File: src/rtl/riscv_pkg.sv
// Shared types and constants for the RV64 front end.
// Fetch FSM encoding, canonical NOP and default boot vector.
package riscv_pkg;

  typedef enum logic [1:0] {
    S_IDLE = 2'd0,
    S_WAIT = 2'd1,
    S_HELD = 2'd2
  } fetch_state_t;

  localparam logic [31:0] NOP_INSTR        = 32'h0000_0013;
  localparam logic [63:0] DEFAULT_RESET_PC = 64'h0000_0000_8000_0000;

endpackage

File: src/rtl/if_stage_if_id.sv
// IF/ID pipeline register: flush beats stall beats load; otherwise a bubble.
// One-cycle latency; holds its contents while i_stall is high.
module if_id_reg
  import riscv_pkg::*;
(
  input  logic        clk,
  input  logic        rst_n,
  input  logic        i_flush,
  input  logic        i_stall,
  input  logic        i_load,
  input  logic [31:0] i_instr,
  input  logic [63:0] i_pc,
  input  logic [63:0] i_pc_plus4,
  output logic [31:0] o_instr,
  output logic [63:0] o_pc,
  output logic [63:0] o_pc_plus4,
  output logic        o_valid
);

  logic [31:0] r_instr;
  logic [63:0] r_pc;
  logic [63:0] r_pc_plus4;
  logic        r_valid;

  always_ff @(posedge clk) begin
    if (!rst_n || i_flush) begin
      r_valid    <= 1'b0;
      r_instr    <= NOP_INSTR;
      r_pc       <= '0;
      r_pc_plus4 <= '0;
    end else if (i_stall) begin
      r_valid    <= r_valid;
    end else if (i_load) begin
      r_valid    <= 1'b1;
      r_instr    <= i_instr;
      r_pc       <= i_pc;
      r_pc_plus4 <= i_pc_plus4;
    end else begin
      r_valid    <= 1'b0;
      r_instr    <= NOP_INSTR;
      r_pc       <= '0;
      r_pc_plus4 <= '0;
    end
  end

  assign o_instr    = r_instr;
  assign o_pc       = r_pc;
  assign o_pc_plus4 = r_pc_plus4;
  assign o_valid    = r_valid;

endmodule

File: src/rtl/if_stage.sv
// Instruction fetch: PC register, single-outstanding imem handshake, hold buffer, IF/ID load.
// Zero-latency memory gives one instruction per cycle; stalls park the response in S_HELD.
module if_stage
  import riscv_pkg::*;
#(
  parameter logic [63:0] RESET_PC = DEFAULT_RESET_PC
) (
  input  logic        clk,
  input  logic        rst_n,
  input  logic [63:0] PCnext,
  input  logic        RedirectE,
  input  logic        StallF,
  input  logic        StallD,
  input  logic        FlushD,
  output logic        imem_req,
  output logic [63:0] imem_addr,
  input  logic [31:0] imem_rdata,
  input  logic        imem_valid,
  output logic [63:0] PCF,
  output logic [63:0] PCPlus4F,
  output logic        FetchBusyF,
  output logic [31:0] InstrD,
  output logic [63:0] PCD,
  output logic [63:0] PCPlus4D,
  output logic        ValidD
);

  fetch_state_t r_state;
  fetch_state_t w_state_nxt;

  logic [63:0] r_pcf;
  logic [63:0] r_redir_pc;
  logic [31:0] r_hold_instr;
  logic        r_kill;

  logic        w_in_wait;
  logic        w_in_held;
  logic        w_avail;
  logic        w_advance;
  logic        w_redir_take;
  logic        w_redir_park;
  logic        w_kill_drop;
  logic        w_park;
  logic [63:0] w_pc_plus4;
  logic [31:0] w_instr_f;

  assign w_in_wait    = (r_state == S_WAIT);
  assign w_in_held    = (r_state == S_HELD);
  assign w_avail      = (w_in_wait && imem_valid && !r_kill) || w_in_held;
  assign w_advance    = w_avail && !StallF && !StallD && !RedirectE;
  assign w_redir_take = RedirectE && (w_in_held || (w_in_wait && imem_valid));
  assign w_redir_park = RedirectE && w_in_wait && !imem_valid;
  // A late response to a killed request carries the old PC's word and is dropped.
  assign w_kill_drop  = w_in_wait && imem_valid && r_kill;
  assign w_park       = w_avail && w_in_wait;
  assign w_pc_plus4   = r_pcf + 64'd4;
  assign w_instr_f    = w_in_held ? r_hold_instr : imem_rdata;

  always_ff @(posedge clk) begin
    if (!rst_n) begin
      r_state <= S_IDLE;
    end else begin
      r_state <= w_state_nxt;
    end
  end

  always_comb begin
    w_state_nxt = r_state;
    case (r_state)
      S_IDLE: w_state_nxt = S_WAIT;
      S_WAIT, S_HELD: begin
        if (w_redir_take || w_redir_park || w_kill_drop || w_advance) begin
          w_state_nxt = S_WAIT;
        end else if (w_park) begin
          w_state_nxt = S_HELD;
        end
      end
      default: w_state_nxt = S_IDLE;
    endcase
  end

  always_comb begin
    imem_req = (r_state == S_WAIT);
  end

  always_ff @(posedge clk) begin
    if (!rst_n) begin
      r_pcf        <= RESET_PC;
      r_kill       <= 1'b0;
      r_redir_pc   <= '0;
      r_hold_instr <= NOP_INSTR;
    end else if (w_redir_take) begin
      r_pcf  <= PCnext;
      r_kill <= 1'b0;
    end else if (w_redir_park) begin
      r_kill     <= 1'b1;
      r_redir_pc <= PCnext;
    end else if (w_kill_drop) begin
      r_pcf  <= r_redir_pc;
      r_kill <= 1'b0;
    end else if (w_advance) begin
      r_pcf <= PCnext;
    end else if (w_park) begin
      r_hold_instr <= imem_rdata;
    end
  end

  if_id_reg u_if_id (
    .clk        (clk),
    .rst_n      (rst_n),
    .i_flush    (FlushD),
    .i_stall    (StallD),
    .i_load     (w_advance),
    .i_instr    (w_instr_f),
    .i_pc       (r_pcf),
    .i_pc_plus4 (w_pc_plus4),
    .o_instr    (InstrD),
    .o_pc       (PCD),
    .o_pc_plus4 (PCPlus4D),
    .o_valid    (ValidD)
  );

  assign imem_addr  = r_pcf;
  assign PCF        = r_pcf;
  assign PCPlus4F   = w_pc_plus4;
  assign FetchBusyF = !w_avail;

endmodule

File: config.mk
export PLATFORM = sky130hd
export DESIGN_NAME = if_stage
export DESIGN_NICKNAME = d
export VERILOG_FILES = /design/src/rtl/riscv_pkg.sv /design/src/rtl/if_stage_if_id.sv /design/src/rtl/if_stage.sv
export SDC_FILE = /design/constraint.sdc
export NUM_CORES = 1
export LEC_CHECK = 0
export CAP_MARGIN = 15
export CORE_ASPECT_RATIO = 0.75
export CORE_MARGIN = 5
export CORE_UTILIZATION = 52
export CTS_BUF_LIST = sky130_fd_sc_hd__clkbuf_2 sky130_fd_sc_hd__clkbuf_4 sky130_fd_sc_hd__clkbuf_8
export DETAILED_ROUTE_END_ITERATION = 12
export GPL_TIMING_DRIVEN = 1
export PLACE_DENSITY = 0.88
export SLEW_MARGIN = 20
export SYNTH_ARGS = -nofsm -noshare
export SYNTH_HDL_FRONTEND = slang
export SYNTH_SLANG_ARGS = --single-unit
export TNS_END_PERCENT = 50
File: constraint.sdc
create_clock -name clk -period 4.95 [get_ports clk]
set_input_delay 0.99 -clock clk [delete_from_list [all_inputs] [get_ports clk]]
set_output_delay 0.99 -clock clk [all_outputs]
set_load 0.01 [all_outputs]
After elaboration in Yosys (flattened, before gate mapping)
Cells that the tools add are included.
{ "word_totals": {"out_inout_bits": 355, "inputBits": 103, "regBits": 324, "elab_cells": 64} }
{ "classes": {"eq_ne": 4, "n_mux": 14, "bitwise_logic": 5, "addsub": 1, "reduce_logical": 31} }
{ "op_table": {"columns": ["op", "count"], "rows": [
  ["$mux W64", 6],
  ["$add A64 B3 Y64 const B", 1],
  ["$mux W32", 2],
  ["$logic_and A1 B1 Y1", 10],
  ["$logic_not A1 Y1", 7],
  ["$logic_or A1 B1 Y1", 6],
  ["$not A1 Y1", 5],
  ["$reduce_and A5 Y1", 1],
  ["$mux W2", 2],
  ["$pmux W2 S2", 1],
  ["$reduce_and A2 Y1", 2],
  ["$reduce_or A2 Y1", 2],
  ["$mux W1", 3],
  ["$ne A3 B3 Y1 const B", 1],
  ["$reduce_bool A3 Y1", 1],
  ["$eq A2 B1 Y1 const B", 1],
  ["$eq A2 B2 Y1 const B", 1],
  ["$logic_not A2 Y1", 1],
  ["$ne A2 B2 Y1 const B", 1],
  ["$reduce_bool A2 Y1", 1]
]} }

Longest topological paths before layout
{ "logic_depth": {"ltp_word": 11, "depth_mapped": 9} }

Modules after synthesis
From an unflattened synthesis, not the netlist that was laid out.
{ "hier_totals": {"hier_cells": 1754, "area_unflattened_um2": 15249.6} }
{ "by_module_without_submodules": {"columns": ["module", "area_each_um2", "n_inst", "cells_per_inst"], "rows": [
  ["if_stage", 8794.7, 1, 1037],
  ["if_id_reg", 6454.9, 1, 717]
]} }

Worst setup path after synthesis
No wires, ideal clock.
{ "synth_timing": {"kind": "register to output", "from": "reg r_pcf[2] (netlist: PCF[2])", "to": "out PCPlus4F[60]", "slack_ns": 1.844, "stages_incl_launch_ff": 8, "arrival_time_ns": 2.116, "cell_sequence": "dfxtp_1 -> ha_1 -> and3_1 -> clkbuf_1 -> nand4_1 -> buf_2 -> nor4_2 -> xor2_1"} }
{ "synth_between": {"elab_chain_cells": 1} }
{ "synth_rtl": {"columns": ["element", "line", "source"], "rows": [
  ["from (decl)", "if_stage.sv:31", "logic [63:0] r_pcf;"],
  ["from (signal assigned)", "if_stage.sv:93", "r_pcf <= PCnext;"],
  ["from (signal assigned)", "if_stage.sv:99", "r_pcf <= r_redir_pc;"],
  ["from (signal assigned)", "if_stage.sv:102", "r_pcf <= PCnext;"],
  ["$add A64 B3 Y64", "if_stage.sv:56", "assign w_pc_plus4 = r_pcf + 64'd4;"],
  ["to (decl)", "if_stage.sv:20", "output logic [63:0] PCPlus4F,"]
]} }
No other way between the ends.

Worst setup path after layout
{ "layout_timing": {"from": "reg r_pcf[9] (netlist: PCF[9])", "to": "out PCPlus4F[58]"} }
Same word-level chain as after synthesis.

==> metrics.md <==
| Metric | Value |
|---|---|
| Core area | `26940 um^2` |
| Detailed Route WL | `51.12 mm` |
| Via Count | `13520` |
| CTS buffer count | `49` |
| Max layer used | `met5` |
| TritonRoute pass-1 iters | `6` |
| Hold Crit Class | `reg2reg` |
| Vias in the first global route | `13230` |
| Most numerous cell in the Yosys netlist | `dfxtp_1` |
| Largest net degree at the start of global routing | `95` |
| Setup crit start kind | `flip-flop` |
| PD cells | `380.5 nW/um^2` |
| Synth Instances | `1579` |
| Top cell type's share of synthesized area | `45.39%` |
| Ys flop type | `dfxtp_1` |
| DRC violations left | `0` |
| Top cells by count, synth | `dfxtp_1 (322), nor2_1 (216), nand2_1 (178)` |
| First-pass GRT wire length | `78.53 mm` |
| Area grow syn2layout | `37.60%` |
| Root buf cell | `clkbuf_8` |
| Clk_skew | `21.81 ps` |
| Htree depth | `2` |
| Yosys cell types | `49` |
| Placed insts | `2204` |
| Slew @ Worst Pin | `1126 ps` |
| Worst setup EP type | `primary output` |
| Top Ports | `458` |
| MaxCap Viol Count | `0` |
| Synthesized flop and latch total | `322` |
| Final hold viol count | `0` |
| CTS clk-pin slew, worst paths | `60 ps` |
| Sequential area share after synthesis | `45.39%` |
| Result of the run | `complete, no violations` |
| Hold_buf cts | `0` |
| EDFF count, synth | `0` |
| Initial core utilization | `52.73%` |
| Layout cells sized above 1 | `8.758%` |
| Largest cells by area after synthesis | `dfxtp_1 (45%), mux2i_1 (7.3%), nor2_1 (5.7%), a22oi_1 (5.4%), nand2_1 (4.7%)` |
| TritonCTS clock tree | `done` |
| Post-CTS sizing | `0` |
| Type of the worst setup path | `reg2out` |
| Grt total ovfl | `0` |
| Worst Path Arrival | `3710 ps` |
| Die area | `30750 um^2` |
| Tmin final | `4705 ps` |
| Sink Count | `322` |
| Reg2Reg Setup Slack | `2010 ps` |
| Multi-input logic area | `6689 um^2` |
| Peak VDD IR | `0.2989 mV` |
| Wire length on met3 | `5.480 mm` |
| Slew Limit Fails | `0` |
| Vias per inst | `5.898` |
| Clock Tree Buf Depth | `3` |
| Gpl congestion | `0.9555` |
| Wire length on met1 | `19.88 mm` |
| Avg Cell Area, Syn | `8.995 um^2` |
| Initial antenna violation count | `3` |
| Fmax | `212.6 MHz` |
| Syn_nets | `1687` |
| Total Neg Setup Slack | `0 ps` |
| Yosys Warn Count | `0` |
| Slew HR | `24.96%` |
| Overall fraction of global-route tracks in use | `31.54%` |
| Final nets | `2014` |
| Final critical-path share of the clock period | `95.04%` |
| # rows | `52` |
| Critical Path Fanout Max | `16` |
| IO buf count | `457` |
| Wire length per cell | `22.29 um` |
| Initial drt markers | `1089` |
| Data required time at the worst endpoint | `3960 ps` |
| Finished Layout Cells | `2293` |
| Flip-flop and latch area | `6446 um^2` |
| Die height | `153.1 um` |
| Clk_lat worst skew | `590 ps` |
| Leak pwr | `7.532 nW` |
| Antenna Nets Post-Route | `0` |
| DPL Wire Length | `35.76 mm` |
| Fill cells | `1916` |
| Ys async rst share | `0%` |
| Setup Viol. Count Final | `0` |
| RSZ-0062 raised after global routing | `no` |
| Post-Route Utilization | `72.55%` |
| Met2 WL | `24.37 mm` |
| Setup Buffers After CTS | `0` |
| Post-Syn Area | `14200 um^2` |
| WHS | `453.6 ps` |
| Cell accounting for the most synthesized area | `dfxtp_1` |
| Die width | `200.8 um` |
[layout by cell type (no fill, tap or decap), types with 6 or more instances in the layout]
master and instances:
clkdlybuf4s50_1 456, dfxtp_1 322, nor2_1 215, nand2_1 177, mux2i_1 104, a22oi_1 103, a21oi_1 71, a211oi_1 64
clkbuf_8 62, a22o_1 45, mux2_2 34, xnor2_1 33, nand3_1 32, nand4_1 27, xor2_1 27, buf_4 23
nor3_1 18, clkbuf_4 16, inv_1 14, and4_1 9, nor4_1 9, nor4_4 8, and3_1 7, and2_1 6
[routing by layer]
| metal | global-route usage, % | up-vias |
|---|---|---|
| li1 | - | 6122 |
| met1 | 39.57 | 6523 |
| met2 | 52.57 | 767 |
| met3 | 10.08 | 105 |
| met4 | 9.073 | 6 |
| met5 | 0 | - |
[final cells by class]
class                      instances  area share, %
tap                              351          2.247
antenna                            1        0.01280
sequential                       322          32.99
inverter                          15         0.3009
clock inverter                     8         0.6018
multi-input combinational       1035          34.23
timing repair buffer             483          24.64
clock buffer                      78          4.981
[stage by stage]
stage | cell area (um^2) | setup WS, ps | power [mW]
after floorplan | 14200 | 1844 | 4.060
after global placement | 18410 | 932.0 | 4.949
after detailed placement | 18410 | 906.6 | 5.006
after CTS | 19500 | 253.3 | 7.429
after global routing | 19540 | 37.43 | 7.727
final | 19540 | 245.4 | 7.435
[worst max-delay path, cell delays in order, from the launching register on]
cell	delay [ps]
dfxtp_1	550
nand4_2	280
or4_4	750
nor4_4	500
nand3_1	180
xnor2_1	260
clkdlybuf4s50_1	590
[where the power goes]
group          internal (mW)  switching (mW)  leakage, nW
Sequential              2.77           0.357         2.60
Combinational          0.929           0.926         4.35
Clock                   1.40            1.05        0.578
Total                   5.10            2.33         7.53
[sequential cells by signal, summed over array words and instances (netlist names)]
| name | flops |
|---|---|
| PCF | 64 |
| r_hold_instr | 32 |
| r_kill | 1 |
| r_redir_pc | 64 |
| r_state | 2 |
| u_if_id.o_instr | 32 |
| u_if_id.o_pc | 62 |
| u_if_id.o_pc_plus4 | 64 |
| u_if_id.o_valid | 1 |
[kinds of logic (layout without fill, tap and decap cells)]
kind of cell | after synthesis | count (layout) | synth area share (%)
AO/OA/AOI/OAI | 299 | 299 | 15.00
adder cells (fa/ha/maj) | 5 | 5 | 0.4405
flip-flops | 322 | 322 | 45.39
AND/OR/NAND/NOR | 533 | 533 | 17.51
multiplexers | 138 | 138 | 10.03
XOR/XNOR | 60 | 60 | 3.700
buffers and inverters | 222 | 584 | 7.929
other | 0 | 1 | 0
[worst paths after layout]
check,start,endpoint,cells after the start
max,PCF[9]$_SDFFE_PN0P_,PCPlus4F[58],6
min reg2reg,r_redir_pc[63]$_SDFFE_PN0P_,r_redir_pc[63]$_SDFFE_PN0P_,2
max reg2reg,r_state[1]$_SDFFE_PN0P_,r_state[0]$_SDFFE_PN0P_,8
min,r_redir_pc[63]$_SDFFE_PN0P_,r_redir_pc[63]$_SDFFE_PN0P_,2
No activity file was read; power rests on OpenSTA's default activity.
==> RTL edit, RTL diff (same settings) <==
Make the reset (`rst_n`) asynchronous in 2 clocked blocks.
--- a/src/rtl/if_stage.sv
+++ b/src/rtl/if_stage.sv
@@ -57,5 +57,5 @@
   assign w_instr_f    = w_in_held ? r_hold_instr : imem_rdata;
 
-  always_ff @(posedge clk) begin
+  always_ff @(posedge clk or negedge rst_n) begin
     if (!rst_n) begin
       r_state <= S_IDLE;
@@ -84,5 +84,5 @@
   end
 
-  always_ff @(posedge clk) begin
+  always_ff @(posedge clk or negedge rst_n) begin
     if (!rst_n) begin
       r_pcf        <= RESET_PC;
Function: changed (a bounded check fails within 4 cycles, from zero or initial values and one cycle with rst_n low; the reset may be asserted at any time).
==> RTL edit against the original RTL <==
  * Routed wire length down 0.31%
  * Final area up 0.58%
  * Fmax decreased by 2.5%
  * Area after synthesis is 0.87% higher
  * Sequential cell count stayed put
  * Worst hold slack lost 0.17 ns
  * Setup slack got worse by 0.12 ns
  * Critical endpoint is now PCPlus4F[55]
Power is not compared: it rests on default switching activity, and its combinational part moved more than twofold at a synthesized area within 25%.
==> RTL edit: results (changes against the original RTL) <==
status=complete, no violations; post-DP HPWL=35,700 µm (-0.19%); WL final=51,000 µm (-0.31%); initial antenna violation count=1 (-2); Cell variety after synth=48 (-2.0%); global placement routability congestion=0.878 (-8.1%); Max FO, Critical Path=14 (-2); Synth warnings=0 (unchanged); reg2reg path depth=7 (-1); GRT Total Usage=0.314 (-0.00154); pin count of the biggest net entering global routing=78 (-18%); Post-synth ARST share=0.506 (+0.506); ANT cells=0 (-1); top cells by area, synth=dfrtp_1, dfxtp_1, mux2_2; Worst path max stage delay=0.62 ns (-0.13 ns); Avg Cell Area, Syn=10.3 µm² (+15%); sequential-to-total area share from yosys stat=0.507 (+0.0534); Filler Cells Inserted=1,889 (-1.4%); NumNets Final=1,847 (-8.3%); drt wl/cell=24.0 µm (+7.6%); Clock Tree Root=clkbuf_8; pre-CTS setup slack=0.653 ns (-0.253 ns); Min-Delay Path Class=in -> async; P_leak=7.90 nW; drt pass-1 iters=5 (-1); slowest CP cell=dfstp_2; Critical Path AT=3.84 ns (+0.13 ns); Slew Limit Headroom=0.334 (+0.0844); top cells by count, synth=nor2_1, dfrtp_1, dfxtp_1, mux2_2, mux2i_1; clock-pin slew on the worst setup and hold paths=0.06 ns (about the same); DR vias/cell=5.96 (+1.1%); Clock Skews=0.0237 ns (+0.00190 ns); Net Count, Synth=1,496 (-11%); share of layout cells above drive strength 1=0.130 (+0.0421); dpl cells=2,039 (-7.5%); first-pass GRT wire length=76,900 µm (-2.1%); drt initial violations=975 (-10%)
[RTL edit: stage by stage]
stage	utilization	area (µm²)	power [W]
floorplan	-	14300	0.00649
global placement	0.688	18600	0.00854
detailed placement	0.688	18600	0.00870
CTS	0.726	19600	0.0110
global route	0.726	19700	0.0115
finish	0.726	19700	0.0111
[RTL edit: layout make-up]
cell class                 instances  area share
clock buffer                      82      0.0507
clock inverter                     4     0.00102
inverter                          12     0.00229
multi-input combinational        874       0.311
sequential                       322       0.370
tap                              351      0.0223
timing repair buffer             480       0.243
[RTL edit: power by group through the flow]
stage / Sequential (W) / Combinational [W] / Clock (W)
after global routing: 0.00432 / 0.00478 / 0.00244
after global placement: 0.00414 / 0.00440 / 0
after CTS: 0.00419 / 0.00452 / 0.00231
after floorplan: 0.00398 / 0.00251 / 0
final: 0.00424 / 0.00452 / 0.00229
after detailed placement: 0.00423 / 0.00447 / 0
[RTL edit: metal layers]
| layer | vias up | GRT usage | routed length, µm |
|---|---|---|---|
| li1 | 5553 | - | - |
| met1 | 6215 | 0.387 | 19400 |
| met4 | 2 | 0.104 | 1730 |
| met5 | - | 0 | 13 |
| met3 | 127 | 0.104 | 5550 |
| met2 | 770 | 0.523 | 24300 |
[RTL edit: logic make-up after synthesis]
group,share of synthesized area
simple gates,0.126
flops,0.507
compound gates,0.110
mux,0.146
buf+inv,0.0702
xor+xnor,0.0372
fa+ha+maj,0.00437
[RTL edit: path summary, 6_finish.rpt]
path                                    end             from  slack [ns]
setup / recovery               PCPlus4F[55]          PCF[31]        0.12
hold / removal              r_hold_instr[9]            rst_n        0.28
setup reg to reg           r_hold_instr[28]       r_state[0]        1.81
hold reg to reg             u_if_id.o_valid  u_if_id.o_valid        0.47
max in group asynchronous           PCF[48]            rst_n        3.50
min in group clk            u_if_id.o_valid  u_if_id.o_valid        0.47
